<file path="src/rtl/stepper_cmd_player_pkg.sv">
// Shared definitions for the stepper command player: command word layout,
// FSM state encoding and the default step-high width.
package stepper_cmd_player_pkg;

    localparam int CMD_W    = 32;
    localparam int DIR_BIT  = 31;
    localparam int CNT_MSB  = 30;
    localparam int CNT_LSB  = 16;
    localparam int CNT_W    = CNT_MSB - CNT_LSB + 1;
    localparam int PER_MSB  = 15;
    localparam int PER_LSB  = 0;
    localparam int PER_W    = PER_MSB - PER_LSB + 1;

    localparam int PULSE_HI_DEFAULT = 2;

    typedef enum logic [1:0] {
        ST_IDLE = 2'd0,
        ST_LOAD = 2'd1,
        ST_HIGH = 2'd2,
        ST_LOW  = 2'd3
    } state_e;

endpackage

</file>
<file path="src/rtl/stepper_cmd_player_fifo.sv">
// Command FIFO: power-of-two ring buffer with occupancy counter, registered
// read on pop, and a synchronous flush. Storage itself is never reset.
module cmd_fifo #(
    parameter int DEPTH = 4,
    parameter int WIDTH = 32
) (
    input  logic                     clk,
    input  logic                     clr_n,
    input  logic                     flush,
    input  logic                     push,
    input  logic                     pop,
    input  logic [WIDTH-1:0]         wr_data,
    output logic [WIDTH-1:0]         rd_data,
    output logic                     full,
    output logic                     empty,
    output logic [$clog2(DEPTH):0]   count
);
    localparam int AW = $clog2(DEPTH);
    localparam logic [AW:0] DEPTH_C = (AW+1)'(DEPTH);

    logic [WIDTH-1:0] mem [DEPTH];
    logic [WIDTH-1:0] rd_data_q;
    logic [AW-1:0]    wr_ptr_q, wr_ptr_d, rd_ptr_q, rd_ptr_d;
    logic [AW:0]      count_q, count_d;
    logic             do_push, do_pop;

    assign full    = (count_q == DEPTH_C);
    assign empty   = (count_q == '0);
    assign count   = count_q;
    assign rd_data = rd_data_q;

    // A pop frees a slot in the same cycle, so a push while full is accepted.
    assign do_pop  = pop && !empty && !flush;
    assign do_push = push && (!full || do_pop) && !flush;

    always_comb begin
        wr_ptr_d = wr_ptr_q;
        rd_ptr_d = rd_ptr_q;
        count_d  = count_q;
        if (flush) begin
            wr_ptr_d = '0;
            rd_ptr_d = '0;
            count_d  = '0;
        end else begin
            if (do_push) wr_ptr_d = wr_ptr_q + 1'b1;
            if (do_pop)  rd_ptr_d = rd_ptr_q + 1'b1;
            case ({do_push, do_pop})
                2'b10:   count_d = count_q + 1'b1;
                2'b01:   count_d = count_q - 1'b1;
                default: count_d = count_q;
            endcase
        end
    end

    always_ff @(posedge clk or negedge clr_n) begin
        if (!clr_n) begin
            wr_ptr_q <= '0;
            rd_ptr_q <= '0;
            count_q  <= '0;
        end else begin
            wr_ptr_q <= wr_ptr_d;
            rd_ptr_q <= rd_ptr_d;
            count_q  <= count_d;
        end
    end

    always_ff @(posedge clk) begin
        if (do_push) mem[wr_ptr_q] <= wr_data;
        if (do_pop)  rd_data_q     <= mem[rd_ptr_q];
    end

endmodule

</file>
<file path="src/rtl/stepper_cmd_player.sv">
// Stepper command player: queued {dir, count, period} commands are replayed
// as step pulses of fixed high width and programmable period.
module stepper_cmd_player
    import stepper_cmd_player_pkg::*;
#(
    parameter int DEPTH    = 4,
    parameter int PULSE_HI = PULSE_HI_DEFAULT
) (
    input  logic        clk,
    input  logic        clr_n,
    input  logic        wr_en,
    input  logic [31:0] wr_data,
    input  logic        abort,
    output logic        step,
    output logic        dir,
    output logic        busy,
    output logic        full,
    output logic        empty,
    output logic        done,
    output logic        ovf
);
    localparam logic [PER_W-1:0] PH_LAST = PER_W'(PULSE_HI - 1);
    localparam logic [PER_W-1:0] LOW_OFS = PER_W'(PULSE_HI + 1);
    localparam logic [PER_W-1:0] MIN_PER = PER_W'(PULSE_HI + 1);

    state_e              state_q, state_d;
    logic [CNT_W-1:0]    cnt_q, cnt_d;
    logic [PER_W-1:0]    per_q, per_d, tmr_q, tmr_d, cmd_per;
    logic                step_q, step_d, dir_q, dir_d, busy_q, busy_d;
    logic                done_q, done_d, ovf_q, ovf_d;
    logic                fifo_pop;
    logic [CMD_W-1:0]    fifo_rd_data;
    logic [$clog2(DEPTH):0] unused_count;

    cmd_fifo #(.DEPTH(DEPTH), .WIDTH(CMD_W)) u_fifo (
        .clk     (clk),
        .clr_n   (clr_n),
        .flush   (abort),
        .push    (wr_en && !abort),
        .pop     (fifo_pop),
        .wr_data (wr_data),
        .rd_data (fifo_rd_data),
        .full    (full),
        .empty   (empty),
        .count   (unused_count)
    );

    assign cmd_per = fifo_rd_data[PER_MSB:PER_LSB];

    always_comb begin
        state_d  = state_q;
        cnt_d    = cnt_q;
        per_d    = per_q;
        tmr_d    = tmr_q;
        dir_d    = dir_q;
        ovf_d    = ovf_q;
        done_d   = 1'b0;
        fifo_pop = 1'b0;

        case (state_q)
            ST_IDLE: begin
                if (!empty) begin
                    fifo_pop = 1'b1;
                    state_d  = ST_LOAD;
                end
            end
            ST_LOAD: begin
                dir_d = fifo_rd_data[DIR_BIT];
                cnt_d = fifo_rd_data[CNT_MSB:CNT_LSB];
                per_d = (cmd_per < MIN_PER) ? MIN_PER : cmd_per;
                tmr_d = '0;
                if (cnt_d == '0) begin
                    done_d  = 1'b1;
                    state_d = ST_IDLE;
                end else begin
                    state_d = ST_HIGH;
                end
            end
            ST_HIGH: begin
                if (tmr_q == PH_LAST) begin
                    tmr_d   = '0;
                    state_d = ST_LOW;
                end else begin
                    tmr_d = tmr_q + 1'b1;
                end
            end
            ST_LOW: begin
                // Low phase lasts (period - PULSE_HI) cycles, so tmr ends at that minus one.
                if (tmr_q == per_q - LOW_OFS) begin
                    tmr_d = '0;
                    cnt_d = cnt_q - 1'b1;
                    if (cnt_q == CNT_W'(1)) begin
                        done_d  = 1'b1;
                        state_d = ST_IDLE;
                    end else begin
                        state_d = ST_HIGH;
                    end
                end else begin
                    tmr_d = tmr_q + 1'b1;
                end
            end
            default: state_d = ST_IDLE;
        endcase

        if (abort) begin
            state_d  = ST_IDLE;
            done_d   = 1'b0;
            fifo_pop = 1'b0;
        end else if (wr_en && full && !fifo_pop) begin
            ovf_d = 1'b1;
        end

        step_d = (state_d == ST_HIGH);
        busy_d = (state_d != ST_IDLE);
    end

    always_ff @(posedge clk or negedge clr_n) begin
        if (!clr_n) begin
            state_q <= ST_IDLE;
            cnt_q   <= '0;
            per_q   <= '0;
            tmr_q   <= '0;
            step_q  <= 1'b0;
            dir_q   <= 1'b0;
            busy_q  <= 1'b0;
            done_q  <= 1'b0;
            ovf_q   <= 1'b0;
        end else begin
            state_q <= state_d;
            cnt_q   <= cnt_d;
            per_q   <= per_d;
            tmr_q   <= tmr_d;
            step_q  <= step_d;
            dir_q   <= dir_d;
            busy_q  <= busy_d;
            done_q  <= done_d;
            ovf_q   <= ovf_d;
        end
    end

    assign step = step_q;
    assign dir  = dir_q;
    assign busy = busy_q;
    assign done = done_q;
    assign ovf  = ovf_q;

endmodule

</file>
<file path="config.mk">
export PLATFORM = sky130hd
export DESIGN_NAME = stepper_cmd_player
export DESIGN_NICKNAME = d
export VERILOG_FILES = /design/src/rtl/stepper_cmd_player_pkg.sv /design/src/rtl/stepper_cmd_player_fifo.sv /design/src/rtl/stepper_cmd_player.sv
export SDC_FILE = /design/constraint.sdc
export NUM_CORES = 1
export LEC_CHECK = 0
export ABC_AREA = 1
export CORE_MARGIN = 2
export CORE_UTILIZATION = 55
export DETAILED_ROUTE_END_ITERATION = 6
export PLACE_DENSITY = 0.71
export SYNTH_ARGS = -nofsm -noshare
export SYNTH_HDL_FRONTEND = slang
export SYNTH_SLANG_ARGS = --single-unit
</file>
<file path="constraint.sdc">
create_clock -name clk -period 4.6 [get_ports clk]
set_input_delay 0.92 -clock clk [delete_from_list [all_inputs] [get_ports clk]]
set_output_delay 0.92 -clock clk [all_outputs]
set_load 0.02 [all_outputs]
</file>
==> results.toml <==
[floorplanning]
ioPinCount = 43
rows = 49
die_y_um = 139
start_util_pct = 55.9
die-area_mm2 = 0.0193
die_w_um = 139
core-area_mm2 = 0.0179

[detailed_routing]
routed_via_density = 5.49
vias = 6951
first_pass_iters = 4
ant_nets = 0
finalWirelength_um = 20300
initialDrtViolationCount = 522
drc = 0
post_drt_wl_per_cell_um = 16.0

[min_path]
min_path_type = "reg -> reg"

[layout]
final_nets = 1067
seq_area_mm2 = 0.00633
diodes = 0
num-fill-cells = 1455
final_layout_size_suffix_gt1_share_pct = 6.74
area_delta_synth_final_pct = 14.5
layout_common_cells = "193 x nand2_1, 160 x edfxtp_1, 127 x nor2_1"
final_common_cell = "nand2_1"
multi_input_area_mm2 = 0.00321
finish.utilization_pct = 64.0

[critical_path]
cpPeakStageDelay_ns = 0.67
cp.required_ns = 3.68
cp_max_fo = 5
critPathCaptureType = "output port"
cpLargestDelayFamily = "buffers and inverters"
slowest_stage = "clkdlybuf4s50_1"
crit_path_cell_trace = "nor3b_1, clkdlybuf4s50_1"
critPathKind = "reg -> out"
worstPathArrival_ns = 2.00
cp_num_buf_inv = 1
cp-start-kind = "register"

[sta]
fmax_mhz = 343
worstMarginPinSlew_ns = 1.04
rsz0062_at_grt = "no"
report.final.setup_viol = 0
setup_tns_ns = 0
slew_headroom_pct = 30.3
hold_ws_ns = 0.434
hold_viol = 0
fin_worst_skew_ns = 0.00601
finalCritPeriodShare_pct = 63.4
post-route-min-period_ns = 2.92
drv_slew = 0

[power]
ir_drop_uv = 389
cellPowerDensity_mw_per_mm2 = 588
p_leak_nw = 4.55

[global_routing]
grt_overflow = 0
antenna_found_initial = 0
grt_pass1_vias = 6659
grt_pass1_wl_um = 33400
grt_max_degree = 67
grtUsageTotal_pct = 21.3

[clocking]
cts.htree.levels = 1
postCtsSetupBuffers = 0
cts_sinks = 221
clockBufferDepth = 3
cts_tree = "built"
cts_buffers = 24
clkSlewWorstSetupHoldPaths_ns = 0.06
cts-root-buf = "clkbuf_16"
cts_hold_buffers = 0
post_cts_resized = 0
clkLatencyLatePin_ns = 0.52

[status]
status = "finished clean"

[logic_synthesis]
synth_area_per_cell_um2 = 10.2
ys_seq_area_share_pct = 63.3
ys_types = 37
synth-edff-count = 160
postSynthCellCount = 983
ys.warnings.count = 0
syn-num-nets = 1029
syn_area_mm2 = 0.0100
ys_ff_latch = 221
synth-main-ff-cell = "edfxtp_1"
synthArstFlopShare_pct = 27.6

[placement]
portBuffers = 42
gp_congestion = 0.875
dpl.hpwl_um = 12800

[job]
drv_cap = 0
## path summary, 6_finish.rpt
path	from	end	slack, ns	depth (start not counted)
max	u_fifo.count[0]	full	1.68	2
min	u_fifo.rd_data[31]	dir	0.43	2
max reg2reg	state_q[0]	u_fifo.count[1]	1.95	10
min reg2reg	u_fifo.rd_data[31]	dir	0.43	2
max in group asynchronous	clr_n	cnt_q[11]	3.29	2
min in group asynchronous	clr_n	tmr_q[3]	0.45	1
## report_power, final
| part | internal [mW] | leakage (nW) | switching [mW] |
|---|---|---|---|
| registers | 2.56 | 2.25 | 0.257 |
| logic | 0.655 | 1.91 | 1.33 |
| clock network | 1.18 | 0.394 | 0.760 |
## worst register-to-register path, delay by kind of cell, from the launching register on
kind                     cells  cell delay [ns]
AO/OA/AOI/OAI                1             0.20
adder cells (fa/ha/maj)      1             0.43
buffers and inverters        4             0.77
flip-flops                   1             0.45
AND/OR/NAND/NOR              4             0.70
## through the flow
step / power (mW) / cell area, um^2 / worst slack [ns] / instances
2_1_floorplan: 4.25 / 10000 / 1.14 / 983
3_3_place_gp: 4.78 / 10600 / 1.58 / 1224
3_5_place_dp: 4.83 / 10600 / 1.53 / 1224
4_1_cts: 6.78 / 11500 / 1.65 / 1267
5_1_grt: 7.19 / 11500 / 1.59 / 1267
6_report: 6.74 / 11500 / 1.68 / 1267
## registers in the layout, summed over array words and instances, names as in the netlist
name and cells:
busy 1, cnt_q 15, dir 1, done 1
ovf 1, per_q 16, state_q 2, step 1
tmr_q 16, u_fifo.count 3, u_fifo.mem 128, u_fifo.rd_data 32
u_fifo.rd_ptr_q 2, u_fifo.wr_ptr_q 2
## layout make-up
type / instances / share of cell area, %
multi-input cells: 639 / 28.0
clock inverters: 11 / 1.43
inverters: 81 / 2.65
repair buffers: 54 / 4.41
clock buffers: 32 / 5.69
well taps: 229 / 2.50
flip-flops and latches: 221 / 55.3
## cells in the mapped netlist, drive strengths merged, types with 7 or more instances
cell | number | share of area [%]
a21oi | 11 | 0.55
buf | 8 | 0.46
clkbuf | 34 | 1.3
dfrtp | 61 | 15
edfxtp | 160 | 48
ha | 9 | 1.1
inv | 81 | 3.0
nand2 | 195 | 7.4
nand3 | 66 | 3.4
nand4 | 13 | 0.96
nor2 | 139 | 5.6
nor3 | 9 | 0.45
nor4 | 15 | 0.94
o211ai | 10 | 0.75
o21ai | 91 | 4.6
o22ai | 32 | 2.0
xnor2 | 7 | 0.61
xor2 | 27 | 2.4
## cell families after synthesis
| family | after synthesis | share of synthesized area [%] |
|---|---|---|
| xor+xnor | 34 | 2.98 |
| simple gates | 443 | 19.2 |
| buf+inv | 123 | 4.78 |
| flops | 221 | 63.3 |
| compound gates | 152 | 8.47 |
| fa+ha+maj | 10 | 1.33 |
## routing by layer
metal | routed length, um | share of wire, % | track usage, %
met1 | 9370 | 46 | 30.5
met4 | 446 | 2.2 | 5.79
met2 | 9700 | 48 | 34.5
met3 | 742 | 3.7 | 3.35
met5 | 0 | 0 | 0
Note: power is estimated with default switching activity, not from simulation.
